===== src/rtl/muldiv_alu_seq.sv =====
// Time-shares the execute-stage ALU with iterative unsigned mul/div.
// Idle: pipeline drives the ALU; busy: 32 ADD/SUB steps, then done pulse.
`ifndef ALU_OPCODE_ADD
`define ALU_OPCODE_ADD 4'b0000
`endif
`ifndef ALU_OPCODE_SUB
`define ALU_OPCODE_SUB 4'b1000
`endif

module muldiv_alu_seq #(
    parameter int DATA_WIDTH = 32
) (
    input  logic                  clk,
    input  logic                  rst,
    input  logic                  start,
    input  logic [1:0]            mop,
    input  logic [DATA_WIDTH-1:0] src_a,
    input  logic [DATA_WIDTH-1:0] src_b,
    input  logic                  flush,
    input  logic [DATA_WIDTH-1:0] pipe_op1,
    input  logic [DATA_WIDTH-1:0] pipe_op2,
    input  logic [3:0]            pipe_ctrl,
    output logic [DATA_WIDTH-1:0] alu_op1,
    output logic [DATA_WIDTH-1:0] alu_op2,
    output logic [3:0]            alu_ctrl,
    input  logic [DATA_WIDTH-1:0] alu_out,
    output logic                  stall,
    output logic                  busy,
    output logic                  done,
    output logic [DATA_WIDTH-1:0] result
);
    localparam int W  = DATA_WIDTH;
    localparam int CW = $clog2(W);

    typedef enum logic [1:0] {IDLE, RUN, DONE} state_t;

    state_t         state_q, state_d;
    logic [1:0]     op_q, op_d;
    logic [W-1:0]   acc_q, acc_d;
    logic [W-1:0]   sh_q, sh_d;
    logic [W-1:0]   opb_q, opb_d;
    logic [CW-1:0]  cnt_q, cnt_d;
    logic [W-1:0]   result_q, result_d;

    logic           carry, ge;
    logic [W:0]     rs;
    logic [W-1:0]   step_acc, step_sh;

    always_ff @(posedge clk or posedge rst) begin
        if (rst) begin
            state_q  <= IDLE;
            op_q     <= '0;
            acc_q    <= '0;
            sh_q     <= '0;
            opb_q    <= '0;
            cnt_q    <= '0;
            result_q <= '0;
        end else begin
            state_q  <= state_d;
            op_q     <= op_d;
            acc_q    <= acc_d;
            sh_q     <= sh_d;
            opb_q    <= opb_d;
            cnt_q    <= cnt_d;
            result_q <= result_d;
        end
    end

    // acc holds hi/rem, sh holds lo/quotient, opb holds multiplicand/divisor
    always_comb begin
        carry = alu_out < acc_q;
        rs    = {acc_q, sh_q[W-1]};
        ge    = rs[W] | (rs[W-1:0] >= opb_q);
        if (op_q[1]) begin
            step_acc = ge ? alu_out : rs[W-1:0];
            step_sh  = {sh_q[W-2:0], ge};
        end else begin
            step_acc = {carry, alu_out[W-1:1]};
            step_sh  = {alu_out[0], sh_q[W-1:1]};
        end
    end

    always_comb begin
        state_d  = state_q;
        op_d     = op_q;
        acc_d    = acc_q;
        sh_d     = sh_q;
        opb_d    = opb_q;
        cnt_d    = cnt_q;
        result_d = result_q;
        alu_op1  = pipe_op1;
        alu_op2  = pipe_op2;
        alu_ctrl = pipe_ctrl;
        unique case (state_q)
            IDLE: begin
                if (start && !flush) begin
                    op_d  = mop;
                    acc_d = '0;
                    sh_d  = src_a;
                    opb_d = src_b;
                    cnt_d = '0;
                    if (mop[1] && src_b == '0) begin
                        state_d  = DONE;
                        result_d = mop[0] ? src_a : '1;
                    end else begin
                        state_d = RUN;
                    end
                end
            end
            RUN: begin
                if (op_q[1]) begin
                    alu_op1  = rs[W-1:0];
                    alu_op2  = opb_q;
                    alu_ctrl = `ALU_OPCODE_SUB;
                end else begin
                    alu_op1  = acc_q;
                    alu_op2  = sh_q[0] ? opb_q : '0;
                    alu_ctrl = `ALU_OPCODE_ADD;
                end
                if (flush) begin
                    state_d = IDLE;
                end else begin
                    acc_d = step_acc;
                    sh_d  = step_sh;
                    cnt_d = cnt_q + 1'b1;
                    if (cnt_q == CW'(W - 1)) begin
                        state_d  = DONE;
                        // odd opcodes (MULHU/REMU) take the acc half
                        result_d = op_q[0] ? step_acc : step_sh;
                    end
                end
            end
            DONE: state_d = IDLE;
            default: state_d = IDLE;
        endcase
    end

    assign stall  = (state_q == IDLE && start && !flush) ||
                    (state_q == RUN);
    assign busy   = (state_q != IDLE);
    assign done   = (state_q == DONE);
    assign result = result_q;

endmodule

===== config.mk =====
export PLATFORM = sky130hd
export DESIGN_NAME = muldiv_alu_seq
export DESIGN_NICKNAME = d
export VERILOG_FILES = /design/src/rtl/muldiv_alu_seq.sv
export SDC_FILE = /design/constraint.sdc
export NUM_CORES = 1
export LEC_CHECK = 0
export BUFFER_PORTS_ARGS = -buffer_cell sky130_fd_sc_hd__buf_4
export CELL_PAD_IN_SITES_DETAIL_PLACEMENT = 1
export CELL_PAD_IN_SITES_GLOBAL_PLACEMENT = 2
export CORE_MARGIN = 2
export CORE_UTILIZATION = 31
export CTS_CLUSTER_SIZE = 10
export DETAILED_ROUTE_END_ITERATION = 16
export GPL_ROUTABILITY_DRIVEN = 0
export PLACE_DENSITY = 0.91
export SLEW_MARGIN = 10
export SYNTH_ARGS = -nofsm -noshare
export SYNTH_HDL_FRONTEND = slang
export SYNTH_SLANG_ARGS = --single-unit

===== constraint.sdc =====
create_clock -name clk -period 5.35 [get_ports clk]
set_input_delay 0.535 -clock clk [delete_from_list [all_inputs] [get_ports clk]]
set_output_delay 0.535 -clock clk [all_outputs]
set_load 0.01 [all_outputs]

## After elaboration in Yosys (flattened, before gate mapping)

Index checks and enable logic that the tools add are counted.

- Bitwise logic cells: 1
- Mux-type cells: 31
- Equal/unequal tests: 8
- Order comparisons: 2
- Reduce and logical (&&, ||, !) cells: 14
- $add $sub $neg: 1

Operators with widths:

| cell | count |
|---|---|
| $mux 32 | 18 |
| $pmux 32 s2 | 3 |
| $ge 32x32->1 | 1 |
| $logic_not 32->1 | 1 |
| $lt 32x32->1 | 1 |
| $mux 5 | 2 |
| $pmux 5 s2 | 1 |
| $mux 2 | 4 |
| $mux 4 | 2 |
| $ne 2x2->1 const B | 4 |
| $add 5x1->5 const B | 1 |
| $eq 5x5->1 const B | 1 |
| $reduce_and 5->1 | 1 |
| $logic_and 1x1->1 | 4 |
| $pmux 2 s2 | 1 |
| $reduce_and 2->1 | 2 |
| $reduce_bool 2->1 | 2 |
| $ne 3x3->1 const B | 1 |
| $reduce_and 3->1 | 1 |
| $eq 2x1->1 const B | 1 |
| $eq 2x2->1 const B | 1 |
| $logic_not 2->1 | 1 |
| $logic_not 1->1 | 1 |
| $logic_or 1x1->1 | 1 |
| $or 1x1->1 | 1 |

- Register bits after elaboration: 137
- Bits of input ports: 170
- Output and inout bits: 103
- Word-level logic and storage cells: 64

## Logic depth before layout (Yosys ltp)

Gate-level depths: netlist of the first run.

- Depth after elaboration: 8
- Gate-level depth with buffers: 11
- Depth with buffers taken out: 9

## Worst setup path before layout of the first run

Ideal clock, no wire load.

- Path kind: input -> register
- Start point: input src_b[16]
- End point: register result_q[0], in the netlist result[0]
- Required time: 5.230 ns
- Cell stages on the path: 7
- Slack: 2.927 ns
- Library setup time: 0.120 ns
- Data arrival time: 2.302 ns
- Path buffers: 1
- Cells stage by stage: or3_1 nand3b_1 or4_1 a21o_1 buf_6 a221o_1 a41o_1

- Longest elaborated chain between the ends: 4

RTL lines:

| item | RTL line | source |
|---|---|---|
| start: declaration | 18 | `input logic [DATA_WIDTH-1:0] src_b,` |
| $logic_not 32->1 | 102 | `if (mop[1] && src_b == '0) begin` |
| $logic_and 1x1->1 | 102 |  |
| $ne 2x2->1 (no source line) | - |  |
| $reduce_and 5->1 (no source line) | - |  |
| end signal: assignment | 65 | `result_q <= result_d;` |
| end: declaration | 43 | `logic [W-1:0] result_q, result_d;` |

Every way passes these cells.
A chain may end at the register's enable or synchronous reset.

## Worst setup path after layout of the first run

- Start point: input src_b[29]
- End point: register result_q[31], in the netlist result[31]

The elaborated chain is that of the path after synthesis.

==> implementation parameters, run 1 <==
Parameter                              Value

Power and ir drop
  Cell area power density    363 nW/um^2
  Leakage power of the design    0.00611 uW
  Power, Total    4640 uW
  Max rail drop VDD    0.276 mV

STA
  Least-Margin Pin Slew    1.17 ns
  Part of the cycle the worst path needs    0.674
  Final Setup Violations    0
  Slew Limit Headroom    0.220
  Worst hold margin    0.263 ns
  Shortest clock period the worst path allows after layout    3.60 ns
  Skew final    0.0116 ns
  Final max-slew violation count    0
  Final-report hold violation count    0
  Upper clock frequency limit    278 MHz
  Post-route setup TNS    0 ns
  Setup repair after global routing missed its margin    false

Detailed routing
  Pre-Repair DR Iteration Count    4
  Post-detailed-route DRC marker count    0
  Routed wire per std cell    21.8 um
  Routed vias/inst    5.65
  Number of vias in the routed layout    10171
  1st-iter DRT viols    611
  Final antenna-violating net count    0
  Routed wire length    39300 um

Worst setup path
  Setup slack, reg-to-reg    1.81 ns
  Type of element capturing the critical path    register
  Required time at the worst-slack endpoint    5.61 ns
  Crit Path Category    input pin to register
  Data arrival time of the critical path    3.86 ns
  Kind of launch point of the worst setup path    input pin
  CP max FO    68

Clock tree
  Worst-case clock buffer depth    2
  Number of resized instances in the post-cts repair step    0
  Number of CTS-inserted buffers    17
  Root buffer cell    sky130_fd_sc_hd__clkbuf_16
  Clock latency of the later-clocked register in the worst-skew pair    0.44 ns
  Cts hold-fix bufs    0
  Clk slew on worst S/H paths    0.07 ns
  CTS tree    done
  Total clock sinks    137
  H-tree Lvls    4
  Post-CTS setup repair buffer count    0

Cells and area
  Share of post-route cells with drive strength above 1    0.262
  Synth-to-Final Area Change    30.8%
  Multi-input logic area    5770 sq um
  Net count of the finished layout    1618
  Area occupied by registers    3430 sq um
  Final design area excluding fillers    12800 sq um
  Final-layout fill cell count    3712

Synthesis
  Leading cell type by number of instances after synthesis    sky130_fd_sc_hd__nand2_1
  Count of yosys warnings during synthesis    0
  Share of the synthesized area in the top cell type    0.351
  Async set or reset register ratio after synthesis    1.00
  Prevailing post-synth register cell    sky130_fd_sc_hd__dfrtp_1
  Synth area leaders    sky130_fd_sc_hd__dfrtp_1 35%, sky130_fd_sc_hd__ha_1 8.3%, sky130_fd_sc_hd__o21ai_0 7.6%
  Top post-synthesis cells by count    173 x sky130_fd_sc_hd__nand2_1, 148 x sky130_fd_sc_hd__o21ai_0, 137 x sky130_fd_sc_hd__dfrtp_1, 81 x sky130_fd_sc_hd__clkbuf_1, 69 x sky130_fd_sc_hd__inv_1
  Syn Nets    1407
  Cell area after synthesis    9780 sq um
  Syn Inst Count    1172
  Sequential element share of the synthesized area    0.351
  Biggest area consumer among synthesized cells    sky130_fd_sc_hd__dfrtp_1
  Number of flops mapped to enable cells by yosys    0
  FF+latch count, synth    137
  Mean instance size in the synthesized netlist    8.34 sq um
  Post-synthesis cell type count    51

Die
  Die span in x    182 um
  Area of the core    31300 sq um
  Floorplan die area    33000 sq um
  Height of the chip    182 um
  Row count    65
  Initial Utilization    0.312
  Top-Level Pins    273

Global route
  Pin count of the biggest net entering global routing    103
  Initial antenna violation count    3
  First-pass GRT wire length    61100 um
  Grt total ovfl    0
  Via count of the first global-routing pass    10539
  Total Routing Usage GR    0.237

Status
  Outcome    finished clean

Placed design
  Number of port buffers    272
  Post-DP Area    12100 sq um
  Estimated wirelength of the detail-placed design    28900 um

Job
  Max-Cap Viols    0

Worst hold path
  HP Class    input pin to async pin
[critical path, stage by stage]
cell,delay [ns]
sky130_fd_sc_hd__buf_4,0.11
sky130_fd_sc_hd__nor4_1,0.91
sky130_fd_sc_hd__nand4_1,0.38
sky130_fd_sc_hd__or4_1,0.62
sky130_fd_sc_hd__a21o_2,0.59
sky130_fd_sc_hd__a2111oi_0,0.55
sky130_fd_sc_hd__a221oi_1,0.14
[logic make-up (layout without fill, tap and decap cells)]
family,Yosys count,count (layout),synth area share
adder cells (fa/ha/maj),65,65,0.0832
flip-flops,137,137,0.351
other,0,3,0
XOR/XNOR,1,1,0.000896
multiplexers,63,63,0.0645
buffers and inverters,165,389,0.0645
AND/OR/NAND/NOR,310,310,0.142
AO/OA/AOI/OAI,431,431,0.294
[worst paths after layout]
path	end	cells past startpoint	startpoint
setup reg to reg	acc_q[0]	9	acc_q[20]
max in group asynchronous	result[18]	3	rst
hold / removal	opb_q[18]	2	rst
setup / recovery	result[31]	7	src_b[29]
min in group clk	opb_q[0]	3	src_b[0]
hold reg to reg	result[28]	2	result[28]
[placed cells by master, fill, tap and decap left out, types with 4 or more instances in the layout]
master	n
sky130_fd_sc_hd__a211oi_1	5
sky130_fd_sc_hd__a21o_1	36
sky130_fd_sc_hd__a21oi_1	44
sky130_fd_sc_hd__a221o_1	16
sky130_fd_sc_hd__a22o_1	32
sky130_fd_sc_hd__a31o_2	30
sky130_fd_sc_hd__a31oi_1	31
sky130_fd_sc_hd__buf_4	288
sky130_fd_sc_hd__bufinv_16	4
sky130_fd_sc_hd__clkbuf_16	17
sky130_fd_sc_hd__dfrtp_1	136
sky130_fd_sc_hd__ha_1	65
sky130_fd_sc_hd__inv_1	68
sky130_fd_sc_hd__inv_6	6
sky130_fd_sc_hd__mux2i_1	63
sky130_fd_sc_hd__nand2_1	173
sky130_fd_sc_hd__nand2b_1	4
sky130_fd_sc_hd__nand3_1	4
sky130_fd_sc_hd__nand4_1	41
sky130_fd_sc_hd__nor2_1	45
sky130_fd_sc_hd__nor4_1	11
sky130_fd_sc_hd__o21ai_0	148
sky130_fd_sc_hd__o21ai_1	10
sky130_fd_sc_hd__o221ai_1	30
sky130_fd_sc_hd__o31ai_1	30
[per-stage QoR]
step | cells | setup slack (ns) | utilization
5_1_grt | 1800 | 1.57 | 0.408
2_1_floorplan | 1172 | 1.15 | -
4_1_cts | 1798 | 1.61 | 0.408
3_3_place_gp | 1766 | 1.22 | 0.388
6_report | 1801 | 1.75 | 0.408
3_5_place_dp | 1766 | 1.16 | 0.388
[per-layer routing]
| metal | wire [um] | share of wire | up-vias | GRT usage |
|---|---|---|---|---|
| met5 | 0 | 0 | - | 0 |
| met4 | 809 | 0.021 | 0 | 0.0738 |
| met3 | 1990 | 0.051 | 44 | 0.0419 |
| met2 | 18600 | 0.47 | 327 | 0.395 |
| met1 | 17900 | 0.45 | 5023 | 0.312 |
| li1 | - | - | 4777 | - |
[registers in the layout, indices dropped and copies added, names as in the netlist]
| signal | count |
|---|---|
| sh_q | 32 |
| op_q | 2 |
| state_q | 2 |
| opb_q | 32 |
| acc_q | 32 |
| cnt_q | 5 |
| result | 32 |
[layout make-up]
type / count / share of cell area
multi-input cells: 870 / 0.452
repair buffers: 288 / 0.169
clock inverters: 15 / 0.0167
flip-flops and latches: 137 / 0.268
inverters: 69 / 0.0207
clock buffers: 17 / 0.0333
diodes: 3 / 0.000587
well taps: 402 / 0.0393
[power by group]
part / total [uW] / internal, uW / switching [uW]
Combinational: 1790 / 782 / 1010
Clock: 1320 / 793 / 528
Sequential: 1530 / 1230 / 297
Total: 4640 / 2810 / 1830
Power figures use the tool's default switching activity.
==> run 2: changes to the inputs <==
--- a/config.mk
+++ b/config.mk
@@ -5,15 +5,16 @@
 export SDC_FILE = /design/constraint.sdc
 export NUM_CORES = 1
 export LEC_CHECK = 0
+export ABC_AREA = 1
 export BUFFER_PORTS_ARGS = -buffer_cell sky130_fd_sc_hd__buf_4
 export CELL_PAD_IN_SITES_DETAIL_PLACEMENT = 1
 export CELL_PAD_IN_SITES_GLOBAL_PLACEMENT = 2
 export CORE_MARGIN = 2
-export CORE_UTILIZATION = 31
+export CORE_UTILIZATION = 28
 export CTS_CLUSTER_SIZE = 10
 export DETAILED_ROUTE_END_ITERATION = 16
 export GPL_ROUTABILITY_DRIVEN = 0
-export PLACE_DENSITY = 0.91
+export PLACE_DENSITY = 0.9
 export SLEW_MARGIN = 10
 export SYNTH_ARGS = -nofsm -noshare
 export SYNTH_HDL_FRONTEND = slang
==> constraint.sdc (replaced) <==
create_clock -name clk -period 3.4 [get_ports clk]
set_input_delay 0.34 -clock clk [delete_from_list [all_inputs] [get_ports clk]]
set_output_delay 0.34 -clock clk [all_outputs]
set_load 0.01 [all_outputs]
==> run 2 against run 1 <==
Clock skew about the same. Area after synthesis up 6.0%. Combinational power grew to 4.7 times the previous value. Synthesized cell count rose by 37%. Sequential cell count unchanged. Die area up 17%.
==> implementation parameters, run 2 <==
Parameter                              Value

Synthesis
  Syn Nets    1844
  Number of flops mapped to enable cells by yosys    0
  Biggest area consumer among synthesized cells    sky130_fd_sc_hd__dfrtp_1
  FF+latch count, synth    137
  Async set or reset register ratio after synthesis    1.00
  Cell area after synthesis    10400 sq um
  Mean instance size in the synthesized netlist    6.44 sq um
  Top post-synthesis cells by count    517 x sky130_fd_sc_hd__nand2_1, 241 x sky130_fd_sc_hd__inv_1, 184 x sky130_fd_sc_hd__o21ai_0, 137 x sky130_fd_sc_hd__dfrtp_1, 134 x sky130_fd_sc_hd__nor2_1
  Leading cell type by number of instances after synthesis    sky130_fd_sc_hd__nand2_1
  Sequential element share of the synthesized area    0.331
  Count of yosys warnings during synthesis    0
  Share of the synthesized area in the top cell type    0.331
  Post-synthesis cell type count    34
  Synth area leaders    sky130_fd_sc_hd__dfrtp_1 33%, sky130_fd_sc_hd__nand2_1 19%, sky130_fd_sc_hd__o21ai_0 8.9%
  Prevailing post-synth register cell    sky130_fd_sc_hd__dfrtp_1
  Syn Inst Count    1609

Die
  Top-Level Pins    273
  Floorplan die area    38600 sq um
  Height of the chip    196 um
  Area of the core    36500 sq um
  Row count    70
  Die span in x    196 um
  Initial Utilization    0.284

STA
  Slew Limit Headroom    0.244
  Post-route setup TNS    0 ns
  Final max-slew violation count    0
  Final-report hold violation count    0
  Final Setup Violations    0
  Setup repair after global routing missed its margin    false
  Part of the cycle the worst path needs    0.826
  Shortest clock period the worst path allows after layout    2.81 ns
  Skew final    0.0112 ns
  Least-Margin Pin Slew    1.13 ns
  Upper clock frequency limit    356 MHz

Worst setup path
  Crit path top cell by count    sky130_fd_sc_hd__nand2_1
  Critical Path Max Stage Delay    0.46 ns
  Slowest library cell on the worst path    sky130_fd_sc_hd__nand2_4
  Kind of cell adding the most delay to the critical path    simple AND/OR/NAND/NOR gates
  Kind of launch point of the worst setup path    register
  Data arrival time of the critical path    3.13 ns
  Type of element capturing the critical path    register
  Required time at the worst-slack endpoint    3.72 ns
  Buffers plus inverters on the worst setup path    0
  CP max FO    34
  Sequence of cells on the critical path    ha_1 -> a21oi_1 -> nor2_1 -> nor2_1 -> nand3_1 -> nand2_1 -> nand2_1 -> nand2_1 -> nand2_2 -> nand2_4 -> nand2_1 -> nand2_1 -> nand3_1 -> nand2_1 -> a21oi_2
  Crit Path Category    register to register

Clock tree
  Worst-case clock buffer depth    2
  Number of CTS-inserted buffers    17
  H-tree Lvls    4
  Post-CTS setup repair buffer count    0
  Root buffer cell    sky130_fd_sc_hd__clkbuf_16
  CTS tree    done
  Clk slew on worst S/H paths    0.07 ns
  Cts hold-fix bufs    0
  Clock latency of the later-clocked register in the worst-skew pair    0.43 ns
  Total clock sinks    137
  Number of resized instances in the post-cts repair step    0

Power and ir drop
  Leakage power of the design    0.00730 uW
  Cell area power density    1010 nW/um^2
  Max rail drop VDD    0.449 mV

Detailed routing
  1st-iter DRT viols    727
  Routed wire per std cell    17.9 um
  Final antenna-violating net count    0
  Routed vias/inst    4.91
  Post-detailed-route DRC marker count    0
  Pre-Repair DR Iteration Count    5
  Routed wire length    41600 um
  Number of vias in the routed layout    11370

Cells and area
  Leading cell type in the layout, fill and taps excluded    sky130_fd_sc_hd__nand2_1
  Top library cells by usage in the layout, fill and taps aside    517 x sky130_fd_sc_hd__nand2_1, 287 x sky130_fd_sc_hd__buf_4, 239 x sky130_fd_sc_hd__inv_1
  Share of post-route cells with drive strength above 1    0.199
  Final-layout fill cell count    4622
  Final design area excluding fillers    13500 sq um
  Synth-to-Final Area Change    29.8%
  Net count of the finished layout    2066

Global route
  Grt total ovfl    0
  First-pass GRT wire length    65600 um
  Via count of the first global-routing pass    11866
  Pin count of the biggest net entering global routing    95
  Busiest layer in global routing    met2
  Initial antenna violation count    6
  Met1 track demand over resource in global routing    0.297
  Met2 track utilization from global routing    0.343
  GR Util met3    0.0406
  Total Routing Usage GR    0.217

Placed design
  Estimated wirelength of the detail-placed design    31100 um
  Number of port buffers    272
  Post-DP Area    12800 sq um

Status
  Outcome    finished clean

Job
  Max-Cap Viols    0

Worst hold path
  HP Class    input pin to async pin
## run 2: layout make-up
cell class                 instances  area (sq um)  area share
sequential                       137          3430       0.255
multi-input combinational       1138          5650       0.420
antenna                            5          12.5    0.000930
clock buffer                      18           429      0.0319
clock inverter                    14           170      0.0126
tap                              468           586      0.0435
timing repair buffer             292          2250       0.168
inverter                         245           926      0.0688
## run 2: worst paths after layout
path,to,from,slack [ns],cells after the start
hold reg to reg,opb_q[11],opb_q[11],0.52,2
hold / removal,result[6],rst,0.04,3
setup / recovery,result[9],acc_q[4],0.59,15
setup reg to reg,result[9],acc_q[4],0.59,15
min in group clk,sh_q[22],src_a[22],0.12,3
max in group asynchronous,op_q[1],rst,2.84,3
## run 2: cell families (layout without fill, tap and decap cells)
family                   count (synthesis)  count (layout)  synth area share
other                                    0               5                 0
AO/OA/AOI/OAI                          321             321             0.177
adder cells (fa/ha/maj)                 65              65            0.0785
buffers and inverters                  334             569             0.125
flip-flops                             137             137             0.331
AND/OR/NAND/NOR                        752             752             0.289
## run 2: through the flow
step | worst slack (ns) | cells | total power [uW] | utilization | hold slack, ns
final | 0.591 | 2317 | 13500 | 0.369 | 0.0356
after global routing | 0.319 | 2316 | 14900 | 0.368 | 0.0903
after CTS | 0.566 | 2312 | 13700 | 0.368 | 0.0957
after detailed placement | 0.585 | 2280 | 11600 | 0.352 | 0.497
after global placement | 0.628 | 2280 | 11400 | 0.352 | 0.473
after floorplan | 1.35 | 1609 | 8220 | - | 0.456
## run 2: worst min-delay path, stage by stage
cell                         delay (ns)
sky130_fd_sc_hd__buf_4             0.12
sky130_fd_sc_hd__clkinvlp_4        0.08
sky130_fd_sc_hd__buf_12            0.38
## run 2: layer usage
layer,vias up,wire length [um]
met2,293,18700
met1,5466,19800
met4,2,951
met5,-,13
li1,5555,-
met3,54,2130
## run 2: report_power, final
part | internal, uW | switching [uW]
combinational | 3090 | 5320
clock | 1160 | 812
sequential | 2390 | 776
